File: config.mk
export PLATFORM = sky130hd
export DESIGN_NAME = rnf_txreq_flat
export DESIGN_NICKNAME = d
export VERILOG_FILES = /design/src/rtl/chi_intf_pkg.sv /design/src/rtl/rnf_txreq_if.sv /design/src/rtl/rnf_txreq_sync_fifo.sv /design/src/rtl/rnf_txreq.sv /design/src/flat_wrapper.sv
export SDC_FILE = /design/constraint.sdc
export NUM_CORES = 1
export LEC_CHECK = 0
export ABC_CLOCK_PERIOD_IN_PS = 4600
export CAP_MARGIN = 20
export CORE_MARGIN = 5
export CORE_UTILIZATION = 56
export CTS_CLUSTER_SIZE = 25
export DETAILED_ROUTE_END_ITERATION = 10
export PLACE_DENSITY = 0.8
export RECOVER_POWER = 25
export SLEW_MARGIN = 25
export SYNTH_ARGS = -nofsm -noshare
export SYNTH_HDL_FRONTEND = slang
export SYNTH_HIERARCHICAL = 1
export SYNTH_SLANG_ARGS = --single-unit
File: constraint.sdc
create_clock -name clock -period 4.6 [get_ports clock]
set_input_delay 0.69 -clock clock [delete_from_list [all_inputs] [get_ports clock]]
set_output_delay 0.69 -clock clock [all_outputs]
set_load 0.005 [all_outputs]
File: src/rtl/chi_intf_pkg.sv
// ---------------------------------------------------------------------------
// chi_intf: shared CHI link-layer definitions.
//   reqflit_t     request-channel flit payload (REQ channel, RN-F -> HN-F)
//   CHI_MAX_LCRD  architectural ceiling on link-layer credits a receiver grants
// ---------------------------------------------------------------------------
package chi_intf;

  localparam int CHI_MAX_LCRD = 15;

  typedef struct packed {
    logic [3:0]  qos;
    logic [6:0]  tgtid;
    logic [6:0]  srcid;
    logic [7:0]  txnid;
    logic [5:0]  opcode;
    logic [2:0]  size;
    logic [43:0] addr;
  } reqflit_t;

endpackage

File: src/rtl/rnf_txreq_if.sv
// ---------------------------------------------------------------------------
// rnf_txreq_if: bundle of the TXREQ transmitter's handshake and link signals.
//   req_valid / req_ready / req_flit       protocol layer -> transmitter
//   txreqflit / txreqflitv / txreqflitpend transmitter -> HN-F RXREQ
//   txreqlcrdv                             HN-F RXREQ -> transmitter (credit return)
// Modports:
//   master  the transmitter (rnf_txreq)
//   slave   its environment (protocol layer + link partner)
// ---------------------------------------------------------------------------
interface rnf_txreq_if;
  import chi_intf::*;

  logic     req_valid;
  logic     req_ready;
  reqflit_t req_flit;
  reqflit_t txreqflit;
  logic     txreqflitv;
  logic     txreqflitpend;
  logic     txreqlcrdv;

  modport master (
    input  req_valid, req_flit, txreqlcrdv,
    output req_ready, txreqflit, txreqflitv, txreqflitpend
  );

  modport slave (
    output req_valid, req_flit, txreqlcrdv,
    input  req_ready, txreqflit, txreqflitv, txreqflitpend
  );

endinterface

File: src/rtl/rnf_txreq_sync_fifo.sv
// ---------------------------------------------------------------------------
// sync_fifo: single-clock FIFO of DEPTH entries of type T (DEPTH a power of 2).
//   clock   rising-edge clock
//   reset   synchronous, active-low; empties the FIFO
//   push    write wdata (ignored while full)
//   wdata   entry to write
//   pop     advance the read pointer (ignored while empty)
//   rdata   current head entry (valid while !empty)
//   full    all DEPTH entries occupied
//   empty   no entries held
// No bypass: an entry is readable only from the cycle after it is written.
// ---------------------------------------------------------------------------
module sync_fifo #(
  parameter type T     = logic,
  parameter int  DEPTH = 4
) (
  input  logic clock,
  input  logic reset,
  input  logic push,
  input  T     wdata,
  input  logic pop,
  output T     rdata,
  output logic full,
  output logic empty
);

  localparam int PTR_W = $clog2(DEPTH);
  localparam int CNT_W = $clog2(DEPTH + 1);

  T                 mem [DEPTH];
  logic [PTR_W-1:0] wr_ptr;
  logic [PTR_W-1:0] rd_ptr;
  logic [CNT_W-1:0] count;
  logic             push_ok;
  logic             pop_ok;

  assign full    = (count == CNT_W'(DEPTH));
  assign empty   = (count == '0);
  assign push_ok = push && !full;
  assign pop_ok  = pop && !empty;
  assign rdata   = mem[rd_ptr];

  // NOTE: storage is deliberately not reset; occupancy decides what is valid.
  always_ff @(posedge clock) begin
    if (push_ok) mem[wr_ptr] <= wdata;
  end

  // NOTE: sequential state uses non-blocking assignments only.
  always_ff @(posedge clock) begin
    if (!reset) begin
      wr_ptr <= '0;
      rd_ptr <= '0;
      count  <= '0;
    end else begin
      // Pointers are exactly log2(DEPTH) wide, so they wrap modulo DEPTH.
      if (push_ok) wr_ptr <= wr_ptr + 1'b1;
      if (pop_ok)  rd_ptr <= rd_ptr + 1'b1;
      case ({push_ok, pop_ok})
        2'b10:   count <= count + 1'b1;
        2'b01:   count <= count - 1'b1;
        default: ;
      endcase
    end
  end

endmodule

File: src/rtl/rnf_txreq.sv
// ---------------------------------------------------------------------------
// rnf_txreq: RN-F CHI TXREQ link-layer transmitter.
// Buffers request flits from the protocol layer and sends one per cycle to
// the HN-F RXREQ receiver whenever an L-credit is held. FLITPEND is raised
// in the launch cycle, FLITV and the flit follow one cycle later.
//   clock        rising-edge clock
//   reset        synchronous, active-low
//   txreq        rnf_txreq_if.master: req_* from protocol layer, txreq* link
//   crd_cnt      L-credits currently held
//   err_crd_ovf  sticky: credit returned while already holding MAX_CRD
// ---------------------------------------------------------------------------
module rnf_txreq
  import chi_intf::*;
#(
  parameter  int FIFO_DEPTH = 4,
  parameter  int MAX_CRD    = CHI_MAX_LCRD,
  localparam int CRD_W      = $clog2(MAX_CRD + 1)
) (
  input  logic             clock,
  input  logic             reset,
  rnf_txreq_if.master      txreq,
  output logic [CRD_W-1:0] crd_cnt,
  output logic             err_crd_ovf
);

  logic     fifo_full;
  logic     fifo_empty;
  logic     push;
  logic     launch;
  logic     out_of_reset;
  reqflit_t head;

  // Holds req_ready low for the cycle following a reset edge.
  assign txreq.req_ready = out_of_reset && !fifo_full;
  assign push            = txreq.req_valid && txreq.req_ready;

  // Launch looks only at registered state; a credit arriving this cycle
  // cannot be spent until it has been counted.
  assign launch              = !fifo_empty && (crd_cnt != '0);
  assign txreq.txreqflitpend = launch;

  sync_fifo #(
    .T     (reqflit_t),
    .DEPTH (FIFO_DEPTH)
  ) u_fifo (
    .clock (clock),
    .reset (reset),
    .push  (push),
    .wdata (txreq.req_flit),
    .pop   (launch),
    .rdata (head),
    .full  (fifo_full),
    .empty (fifo_empty)
  );

  // Credit counter. Return and spend in the same cycle cancel out; a return
  // at the ceiling is dropped and flagged.
  always_ff @(posedge clock) begin
    if (!reset) begin
      crd_cnt     <= '0;
      err_crd_ovf <= 1'b0;
    end else begin
      case ({txreq.txreqlcrdv, launch})
        2'b10: begin
          if (crd_cnt == CRD_W'(MAX_CRD)) err_crd_ovf <= 1'b1;
          else                            crd_cnt     <= crd_cnt + 1'b1;
        end
        2'b01:   crd_cnt <= crd_cnt - 1'b1;
        default: ;
      endcase
    end
  end

  // Link output registers; the flit bus keeps its last value when idle.
  always_ff @(posedge clock) begin
    if (!reset) begin
      out_of_reset     <= 1'b0;
      txreq.txreqflitv <= 1'b0;
      txreq.txreqflit  <= '0;
    end else begin
      out_of_reset     <= 1'b1;
      txreq.txreqflitv <= launch;
      if (launch) txreq.txreqflit <= head;
    end
  end

endmodule

File: src/flat_wrapper.sv
// flat-port wrapper written by rule: the top's interface ports become plain ports
module rnf_txreq_flat import chi_intf::*;
#(
  parameter  int FIFO_DEPTH = 4,
  parameter  int MAX_CRD    = CHI_MAX_LCRD,
  localparam int CRD_W      = $clog2(MAX_CRD + 1)
)
  (clock, reset, crd_cnt, err_crd_ovf, txreq_req_valid, txreq_req_flit, txreq_txreqlcrdv, txreq_req_ready, txreq_txreqflit, txreq_txreqflitv, txreq_txreqflitpend);
  rnf_txreq_if txreq_i ();
  input  logic clock;
  input  logic reset;
  output logic [CRD_W-1:0] crd_cnt;
  output logic err_crd_ovf;
  input wire logic [$bits(txreq_i.req_valid)-1:0] txreq_req_valid;
  input wire logic [$bits(txreq_i.req_flit)-1:0] txreq_req_flit;
  input wire logic [$bits(txreq_i.txreqlcrdv)-1:0] txreq_txreqlcrdv;
  output wire logic [$bits(txreq_i.req_ready)-1:0] txreq_req_ready;
  output wire logic [$bits(txreq_i.txreqflit)-1:0] txreq_txreqflit;
  output wire logic [$bits(txreq_i.txreqflitv)-1:0] txreq_txreqflitv;
  output wire logic [$bits(txreq_i.txreqflitpend)-1:0] txreq_txreqflitpend;
  assign txreq_i.req_valid = txreq_req_valid;
  assign txreq_i.req_flit = txreq_req_flit;
  assign txreq_i.txreqlcrdv = txreq_txreqlcrdv;
  assign txreq_req_ready = txreq_i.req_ready;
  assign txreq_txreqflit = txreq_i.txreqflit;
  assign txreq_txreqflitv = txreq_i.txreqflitv;
  assign txreq_txreqflitpend = txreq_i.txreqflitpend;
  rnf_txreq #(.FIFO_DEPTH(FIFO_DEPTH), .MAX_CRD(MAX_CRD)) u_core (.clock(clock), .reset(reset), .txreq(txreq_i), .crd_cnt(crd_cnt), .err_crd_ovf(err_crd_ovf));
endmodule
==> impl_summary.md <==
Status
The flow ran to the end, and the final reports show no timing, DRC or antenna violations.

Detailed routing
In the routed design, unresolved DRC markers number 0. The number of vias per cell after detailed routing is around 5.6. In the final routed layout, each cell accounts on average for between 20 and 25 microns. Across all layers, the routed design uses just under 8000 vias. The first detailed-routing pass took 5 iterations. The post-detailed-routing wire length is roughly 29000 microns.

The remaining antenna violation count is 0. The first routing iteration left 538 violations.

Synth
Summing every instance area after synthesis gives around 0.015 sq mm. Each instance of the synthesized netlist takes up on average between 15 and 20 sq um. The adder and majority gate portion of the synthesized area is less than 1%. The library cell with the largest summed area after synthesis is sky130_fd_sc_hd__edfxtp_1. The combinational family with the most area after synthesis is multiplexers. The basic-gate share of the synthesized area counting and, or, nand and nor cells is between 5 and 6%.

After synthesis, the share of flip-flops with an asynchronous set or reset is 0%. Counting every net in the synthesized netlist gives roughly 950. The area share of the largest cell type after synthesis is 63.5%. Synthesis inferred about 410 register bits. Of the synthesized area, sequential elements account for about three quarters. The count of flip-flops with a built-in enable after synthesis is between 300 and 400. By area the synthesized netlist is led by sky130_fd_sc_hd__edfxtp_1 63%, sky130_fd_sc_hd__dfxtp_1 13%, sky130_fd_sc_hd__mux4_2 12%, sky130_fd_sc_hd__nand2_1 4.3%, sky130_fd_sc_hd__a21oi_1 2.7%.

Multiplexer cells account for 12.2% of the synthesized area. The synthesized netlist devotes 3.39% of its cell area to compound gates. The cell count after synthesis is 855.

The xor/xnor cell area share of the yosys netlist is less than 1%. The top flip-flop cell by instance count after synthesis is sky130_fd_sc_hd__edfxtp_1. The count of synthesis-stage warnings from yosys is 6.

The number of distinct library cell variants in the gate-level netlist after synthesis is 42.

CTS
The total number of H-tree levels is 2. The clock-pin slew on the worst setup and hold paths is 0.06 ns. The master cell of the clock root buffer is sky130_fd_sc_hd__clkbuf_16.

In this run the post-CTS setup repair buffer count came out at 0. CTS saw around 410 sinks. The clock latency on the worst-skew pair is about 0.53 ns.

The total CTS buffers is between 40 and 50. Hold repair after CTS inserted 0 buffers. The number of gates resized after CTS is 0. The CTS tree is done. Counting along the longest clock path gives a buffer depth of 3.

STA
The number of max-slew violations in the final report is 0. For the final database, setup skew stands at approximately 0.016 ns. Based on the critical path, the design can be clocked at up to roughly 300 MHz.

The final hold violation count came to 0. The setup violation total in the final timing report is 0. The clock period could shrink to 3.33 ns. The final cycle utilization of the critical path is 72.4%.

Headroom to the max-slew limit came out at between 30% and 40%. For the pin with the worst max-slew slack, the measured transition is 0.943 ns. In the final timing run, aggregate negative setup slack is 0 ns. Setup repair after global routing left no endpoint under its margin.

Die
From left edge to right edge, the die measures 173 microns. The total number of placement rows is between 50 and 60. The die height is between 150 and 200 microns.

The floorplan step defined a die boundary enclosing between 0.03 and 0.04 sq mm. After floorplanning, the core was sized to cover 0.0262 sq mm. During I/O placement, the number of pins put on the boundary was 170.

For this configuration, the core starts out at a cell density of between 50% and 60%.

Pwr
The largest vdd supply drop is approximately 0.26 mV. The power density over cell area is 446 mW/mm^2. The cell leakage power is 5.86 nW.

GRT
Entering global routing, the biggest net connects approximately 80 pins. The number of global-route vias before repair is approximately 8300. The global-route wire length before repair is 46200 microns. After global routing the overflow that remains totals 0.

The number of antenna violations at the first check in global routing came to 4. Global routing consumed, over all layers together, 19.5% of the routing resources.

Worst setup path
The type of element capturing the critical path is an output port. The cell at the slowest stage of the critical path is sky130_fd_sc_hd__nor3_1. The largest fanout on the critical path is 50. The maximum single-stage delay on the critical path is 0.60 ns. The setup path with the least slack is of type reg2out.

Data on the critical path is required at its endpoint by between 3 and 4 ns. Walking the worst path, the cells encountered are nor3_1 > or2_4 > clkinv_2 > buf_4 > clkdlybuf4s50_1. Data on the critical path arrives at its endpoint at between 2 and 3 ns.

STA classifies the critical path startpoint as a register.

Place
The number of placed instances, taps included is between 1000 and 1500. The congestion estimate from routability-driven global placement came to about 0.75. The count of buffers added on input and output ports is around 170. The HPWL after detailed placement is approximately 17000 microns.

Final layout
After the flow finishes, the layout carries non-filler instances totaling 1405. The layout cell share with drive strength beyond 1 is between 10% and 20%. The area growth from synthesis to final layout is 23.0%.

In the final design database the tool counted about 1100 nets.

Job
The max-capacitance violation count is 0.

Worst hold path
The classification of the worst-slack hold path is reg2reg.
==> final cells by class <==
type | count | area, sq um
antenna | 2 | 5.00
clock buffer | 58 | 1170
clock inverter | 18 | 180
fill | 1637 | 7830
inverter | 12 | 47.5
multi-input combinational | 387 | 3300
sequential | 411 | 11400
tap | 335 | 419
timing repair buffer | 182 | 1860
==> layer usage <==
layer,up-vias,wire (microns),part of all wire [%],global-route usage [%]
met2,263,15300,52,33.9
met4,4,527,1.8,5.49
li1,3604,-,-,-
met1,4017,11600,40,25.3
met5,-,19,0.065,0
met3,48,1860,6.3,3.95
==> flip-flops by register name (all words and copies together) (netlist names), named ones only <==
register,cells
u_core/err_crd_ovf,1
u_core/out_of_reset,1
u_core/txreq.txreqflit,79
u_core/txreq.txreqflitv,1
u_core/u_fifo/mem,316
u_core/u_fifo/count,3
u_core/u_fifo/wr_ptr,2
u_core/crd_cnt,4
u_core/u_fifo/rd_ptr,2
==> per-stage QoR <==
stage | hold slack [ns] | total power, mW | utilization (%) | setup WS, ns | instance area [sq um]
after floorplan | 0.453 | 4.64 | - | 1.14 | 14900
after global placement | 0.443 | 4.99 | 64.9 | 1.53 | 17000
after global routing | 0.467 | 8.50 | 70.1 | 1.02 | 18400
after detailed placement | 0.448 | 5.01 | 64.9 | 1.53 | 17000
final | 0.452 | 8.19 | 70.1 | 1.27 | 18400
after CTS | 0.456 | 8.28 | 70.0 | 1.24 | 18300
==> cells by family (layout without fill, tap and decap cells) <==
kind of cell / Yosys count / after routing
other: 0 / 2
xor gates and xnor gates: 3 / 3
and+or+nand+nor: 195 / 195
AOI/OAI and AO/OA: 96 / 96
buffers and inverters: 57 / 270
DFF: 411 / 411
adders and majority gates: 9 / 9
muxes: 84 / 84
==> placed cells by master (no fill, tap or decap), drive strengths merged, types with 2 or more instances in the layout <==
cell type,n
or3,2
edfxtp,316
dlygate4sd3,53
mux4,79
bufinv,3
and2,8
buf,13
a31oi,2
mux2i,5
clkbuf,58
nor2b,3
diode,2
a21boi,2
nand2,171
fa,2
nor2,2
o21ai,6
clkinv,14
a21oi,80
inv,12
dfxtp,95
ha,7
clkdlybuf4s50,116
xnor2,2
==> synthesized netlist by cell type (all sizes together) (2+ instances only) <==
| library cell | instances |
|---|---|
| nand2 | 171 |
| inv | 12 |
| a21boi | 2 |
| nor2b | 3 |
| ha | 7 |
| edfxtp | 316 |
| o21ai | 6 |
| a31oi | 2 |
| nor2 | 2 |
| and2 | 8 |
| mux2i | 5 |
| mux4 | 79 |
| xnor2 | 2 |
| or3 | 2 |
| a21oi | 80 |
| dfxtp | 95 |
| buf | 18 |
| clkbuf | 27 |
| fa | 2 |
==> final timing paths <==
path                                            startpoint                    endpoint  slack (ns)  depth (start not counted)
worst max-delay path                u_core/u_fifo/count[1]         txreq_txreqflitpend        1.27                          5
worst min-delay path            u_core/txreq.txreqflit[12]  u_core/txreq.txreqflit[12]        0.45                          2
worst max register to register           u_core/crd_cnt[1]      u_core/u_fifo/count[2]        1.63                         11
worst min register to register  u_core/txreq.txreqflit[12]  u_core/txreq.txreqflit[12]        0.45                          2
==> power by group <==
part / switching (mW) / leakage [nW] / total (mW) / internal (mW)
registers: 0.0750 / 3.64 / 4.22 / 4.14
clock network: 1.31 / 0.663 / 3.27 / 1.96
logic: 0.354 / 1.55 / 0.704 / 0.350
==> worst max-delay path, delay by kind of cell (launching register included) <==
family	cells	cell delay (ns)
buffers and inverters	3	0.91
AND/OR/NAND/NOR	2	0.85
flip-flops	1	0.34
(Power assumes the default switching activity.)
==> RTL edit 1: new RTL, same settings <==
Make the reset (`reset`) asynchronous in 3 clocked blocks.
--- a/src/rtl/rnf_txreq_sync_fifo.sv
+++ b/src/rtl/rnf_txreq_sync_fifo.sv
@@ -48,3 +48,3 @@
   // NOTE: sequential state uses non-blocking assignments only.
-  always_ff @(posedge clock) begin
+  always_ff @(posedge clock or negedge reset) begin
     if (!reset) begin
--- a/src/rtl/rnf_txreq.sv
+++ b/src/rtl/rnf_txreq.sv
@@ -57,3 +57,3 @@
   // at the ceiling is dropped and flagged.
-  always_ff @(posedge clock) begin
+  always_ff @(posedge clock or negedge reset) begin
     if (!reset) begin
@@ -74,3 +74,3 @@
   // Link output registers; the flit bus keeps its last value when idle.
-  always_ff @(posedge clock) begin
+  always_ff @(posedge clock or negedge reset) begin
     if (!reset) begin
Check against the original RTL: differs if reset is asserted again (counterexample within 4 cycles, from zero or initial values and one cycle with reset low); with reset held inactive, the same outputs for 4 cycles.
==> RTL edit 1 against the original RTL <==
Sequential cell count down 2. Clock skew is essentially flat. First-iteration DRC count increased by 3.7%. Count of clock-buffer cells in the layout down 3. Area after synthesis increased by 2.7%. Utilization is 0.77 points lower. Cell area increased by 1.7%. Wire length rose by 4.0%. Critical endpoint unchanged. Highest routed layer unchanged. Register-to-register slack better by 200 ps. Worst setup slack better by 88 ps.
Power is not compared: it rests on default switching activity, and its combinational part moved more than twofold at a synthesized area within 25%.
==> RTL edit 1: results (changes against the original RTL) <==
* Largest net degree at the start of global routing at 58 (-28%)
* Worst R2R Setup Slack at 1830 ps (+200 ps)
* Initial antenna violation count at 8 (+4)
* Met1 Usage GRT at 0.2687 (+0.01528)
* Syn nets at 744 (-21%)
* DP Area at 17380 sq um (+2.3%)
* Post-DP HPWL at 18510 um (+7.9%)
* GRT Total Usage at 0.2026 (+0.007359)
* Xor/xnor share of the synthesized area at 0.005134 (+0.003376)
* NumNets Final at 942 (-16%)
* DR vias/cell at 5.800 (+2.7%)
* Post-synth EDFFs at 316 (unchanged)
* Mux cell area share after synthesis at 0.1807 (+0.05837)
* Synth top area cells: edfxtp_1 (62%), dfrtp_1 (15%), mux4_2 (12%)
* Status: completed
* Post-CTS sizing at 0 (unchanged)
* Pre-CTS setup slack at 1710 ps (+182.7 ps)
* Most common library cells after synthesis: edfxtp_1 (316), dfrtp_1 (93), mux4_2 (79)
* Sequential element share of the synthesized area at 0.7696 (+0.007588)
* Reg-to-Reg End: u_core/crd_cnt[3]$_DFFE_PN0P_
* Vias in the first global route at 7843 (-6.0%)
* Slowest cell delay on critical path at 730 ps (+130 ps)
* Grt met2 use at 0.3447 (+0.005706)
* Critical Path End: txreq_txreqflitpend
* Post-Route WL at 30510 um (+4.0%)
* Netlist cell types at 37 (-12%)
* Post-DR wirelength/cell at 24.90 um (+19%)
* Hold Crit Class: input port to asynchronous set/reset pin
* Fillers at 1552 (-5.2%)
* Layout cells sized above 1 at 0.2721 (+0.1186)
* 1st-iter DRT viols at 558 (+3.7%)
* Cells after DPL at 1148 (-13%)
* FF-to-FF path depth at 8 (-3)
* Setup TNS at 0 ps (unchanged)
* CP delay by family, top: simple AND/OR/NAND/NOR gates
* Post-DRT Antenna Nets at 0 (unchanged)
* Compound-Gate Fraction of Synth Area at 0.005378 (-0.02852)
* Drt pass-1 iters at 7 (+2)
* Worst r2r src: u_core/u_fifo/count[0]$_DFFE_PN0P_
* WS Path Type: flop to output pin
* First-pass GRT wire length at 47310 um (+2.3%)
* Async SR Flop Fraction at 0.2274 (+0.2274)
* GRT met3 Usage at 0.04197 (+0.002495)
* RePlAce Congestion at 0.7487 (-0.56%)
* CP arrival at 2550 ps (-90 ps)
* Reg area at 11820 sq um (+3.7%)
* Hold WS at 262.4 ps (-190.0 ps)
* Syn_area_per_cell at 23.55 sq um (+35%)
* Synth Area in Adders at 0.008312 (-0.0002254)
* Final clock skew at 16.21 ps (+0.1022 ps)
* Final Cycle Share at 0.7049 (-0.01921)
* CTS Buf Count at 40 (-2.4%)
* Max Fanout on Critical Path at 19 (-62%)
* Worst slew margin at 0.4299 (+0.05882)
## RTL edit 1: final cells by class
cell class / instances / share of cell area
diodes: 2 / 0.0002677
clock buffers: 55 / 0.05929
clock inverters: 19 / 0.009235
inverters: 9 / 0.001807
multi-input cells: 208 / 0.1717
flip-flops and latches: 409 / 0.6324
well taps: 341 / 0.02282
repair buffers: 182 / 0.1025
## RTL edit 1: routing by layer
| layer | part of all wire | vias to the layer above | wire [um] |
|---|---|---|---|
| met5 | 0.0018 | - | 56 |
| met4 | 0.027 | 10 | 835 |
| met3 | 0.060 | 63 | 1834 |
| met2 | 0.53 | 290 | 16110 |
| met1 | 0.38 | 3699 | 11680 |
| li1 | - | 3043 | - |
## RTL edit 1: power by group
group / total (uW) / switching, uW / internal (uW)
sequential: 5240 / 474 / 4770
combinational: 3760 / 1490 / 2260
clock: 3170 / 1310 / 1860
total: 12200 / 3270 / 8890
==> RTL edit 2: new RTL, same flow settings <==
Made on the original files. The package constant `CHI_MAX_LCRD` goes from 15 to 17.
--- a/src/rtl/chi_intf_pkg.sv
+++ b/src/rtl/chi_intf_pkg.sv
@@ -7,3 +7,3 @@
 
-  localparam int CHI_MAX_LCRD = 15;
+  localparam int CHI_MAX_LCRD = 17;
 
Ports: changed (resized crd_cnt); port bits go from 170 to 171. No check against the original RTL was run, so the function may have changed too.
==> RTL edit 2 against the original RTL <==
Wire length rose by 2.5%. Critical path type unchanged. Power grew 2.1%. Cell area rose by 0.64%. First-iteration DRC count increased by 15%. Sequential cell count increased by 1. Largest power group unchanged. Area after synthesis up 1.4%. Critical endpoint unchanged. Highest routed layer unchanged. Die area grew 1.3%. Worst setup slack better by 380 ps.
==> RTL edit 2: results (changes against the original RTL) <==
* Slowest cell delay on critical path at 570 ps (-30 ps)
* Yosys warnings at 6 (unchanged)
* Sequential element share of the synthesized area at 0.7527 (-0.009245)
* Async SR Flop Fraction at 0 (unchanged)
* Reg-to-Reg End: u_core/crd_cnt[4]$_SDFFE_PN0P_
* GRT met3 Usage at 0.03241 (-0.007071)
* Worst-path clk slew at 60 ps (about the same)
* Netlist cell types at 41 (-2.4%)
* GRT Total Usage at 0.1971 (+0.001910)
* Layout cells sized above 1 at 0.1492 (-0.004387)
* Syn nets at 975 (+3.0%)
* NumNets Final at 1148 (+1.9%)
* First-pass GRT wire length at 47040 um (+1.8%)
* WHS Path Cells at 2 (unchanged)
* Setup crit start: u_core/crd_cnt[2]$_SDFFE_PN0P_
* Max rail drop VDD at 0.3724 mV (+45%)
* Most common library cells after synthesis: edfxtp_1 (316), nand2_1 (170), dfxtp_1 (96)
* Most used DFF post-synth: edfxtp_1
* CTS H-tree depth at 2 (unchanged)
* CTS Buf Count at 40 (-2.4%)
* Post-DP HPWL at 17960 um (+4.7%)
* Drt pass-1 iters at 5 (unchanged)
* 1st-iter DRT viols at 620 (+15%)
* Met1 Usage GRT at 0.2698 (+0.01634)
* Worst-Skew Late Latency at 520 ps
* Leakage at 0.005891 uW (+0.59%)
* Post-Route WL at 30080 um (+2.5%)
* Initial antenna violation count at 4 (unchanged)
* Port Buf Inserts at 170 (+0.59%)
* Largest registers: u_core/u_fifo/mem (316), u_core/txreq.txreqflit (79), u_core/crd_cnt (5)
* Final clock skew at 22.92 ps (+6.811 ps)
* Critical Path End: txreq_txreqflitpend
* RePlAce Congestion at 0.7801 (+3.6%)
* CP arrival at 2260 ps (-380 ps)
* Vias at 8143 (+2.6%)
* Synth top area cells: edfxtp_1 (63%), dfxtp_1 (13%), mux4_2 (12%)
* Status: completed
* Met2 routed WL at 15310 um (about the same)
* Worst slew margin at 0.4006 (+0.02959)
* CP max-delay cell: or4_4
* Hold Crit Class: flop to flop
* Root Buffer: clkbuf_16
* Total of max-cap violations at 0 (unchanged)
* Routed met1 length at 12350 um (+6.2%)
* Vias in the first global route at 8287 (-0.66%)
* Worst R2R Setup Slack at 1870 ps (+240 ps)
* Max Fanout on Critical Path at 20 (-60%)
* WL met3 at 1614 um (-13%)
* Diode count at 0 (-2)
* Grt met2 use at 0.3314 (-0.007503)
* Max-slew violation count at 0 (unchanged)
* FF-to-FF path depth at 9 (-2)
[RTL edit 2: cell count changes in the layout (fill, tap and decap cells not counted), sizes merged, moves of 3 or more]
cell	delta
o21ai	+5
nor2	+7
clkinv	-7
clkbuf	+4
buf	-3
[RTL edit 2: worst min path at each step]
stage                                                    endpoint  slack, ps                               startpoint
final                      u_core/txreq.txreqflit[8]$_SDFFE_PN0P_        450   u_core/txreq.txreqflit[8]$_SDFFE_PN0P_
after global routing      u_core/txreq.txreqflit[76]$_SDFFE_PN0P_        480  u_core/txreq.txreqflit[76]$_SDFFE_PN0P_
after CTS                 u_core/txreq.txreqflit[75]$_SDFFE_PN0P_        450  u_core/txreq.txreqflit[75]$_SDFFE_PN0P_
after detailed placement  u_core/txreq.txreqflit[75]$_SDFFE_PN0P_        450  u_core/txreq.txreqflit[75]$_SDFFE_PN0P_
after global placement     u_core/txreq.txreqflit[8]$_SDFFE_PN0P_        440   u_core/txreq.txreqflit[8]$_SDFFE_PN0P_
after floorplan            u_core/txreq.txreqflit[0]$_SDFFE_PN0P_        450   u_core/txreq.txreqflit[0]$_SDFFE_PN0P_
[RTL edit 2: area by class of cell]
| type | instances | area, sq um |
|---|---|---|
| flip-flops and latches | 412 | 11420 |
| fillers | 1670 | 8302 |
| multi-input cells | 409 | 3433 |
| repair buffers | 180 | 1839 |
| clock buffers | 62 | 1205 |
| well taps | 341 | 426.7 |
| clock inverters | 11 | 127.6 |
| inverters | 12 | 48.80 |
[RTL edit 2: report_power, final]
part           switching [uW]  leakage [uW]  internal (uW)
registers                98.0       0.00365           4170
logic                     447       0.00159            423
clock network            1300      0.000648           1920
total                    1840       0.00589           6520
[RTL edit 2: cell families (layout without fill, tap and decap cells)]
kind of cell	Yosys count	after routing	synth area share
buffers and inverters	61	265	0.02162
adder cells (fa/ha/maj)	10	10	0.009244
XOR/XNOR	4	4	0.002311
flip-flops	412	412	0.7527
AND/OR/NAND/NOR	207	207	0.05629
multiplexers	82	82	0.1193
AO/OA/AOI/OAI	106	106	0.03846
[RTL edit 2: metrics by stage]
| step | instance area [sq um] | cells | setup slack (ps) |
|---|---|---|---|
| 3_5_place_dp | 17170 | 1354 | 1428 |
| 3_3_place_gp | 17170 | 1354 | 1461 |
| 6_report | 18500 | 1427 | 1653 |
| 5_1_grt | 18500 | 1427 | 1520 |
| 2_1_floorplan | 15160 | 882 | 1145 |
| 4_1_cts | 18500 | 1427 | 1594 |
[RTL edit 2: critical path: cells and delay by family, from the launching register on]
kind	cells	cell delay [ps]
flip-flops	1	360
buffers and inverters	2	580
AND/OR/NAND/NOR	3	800
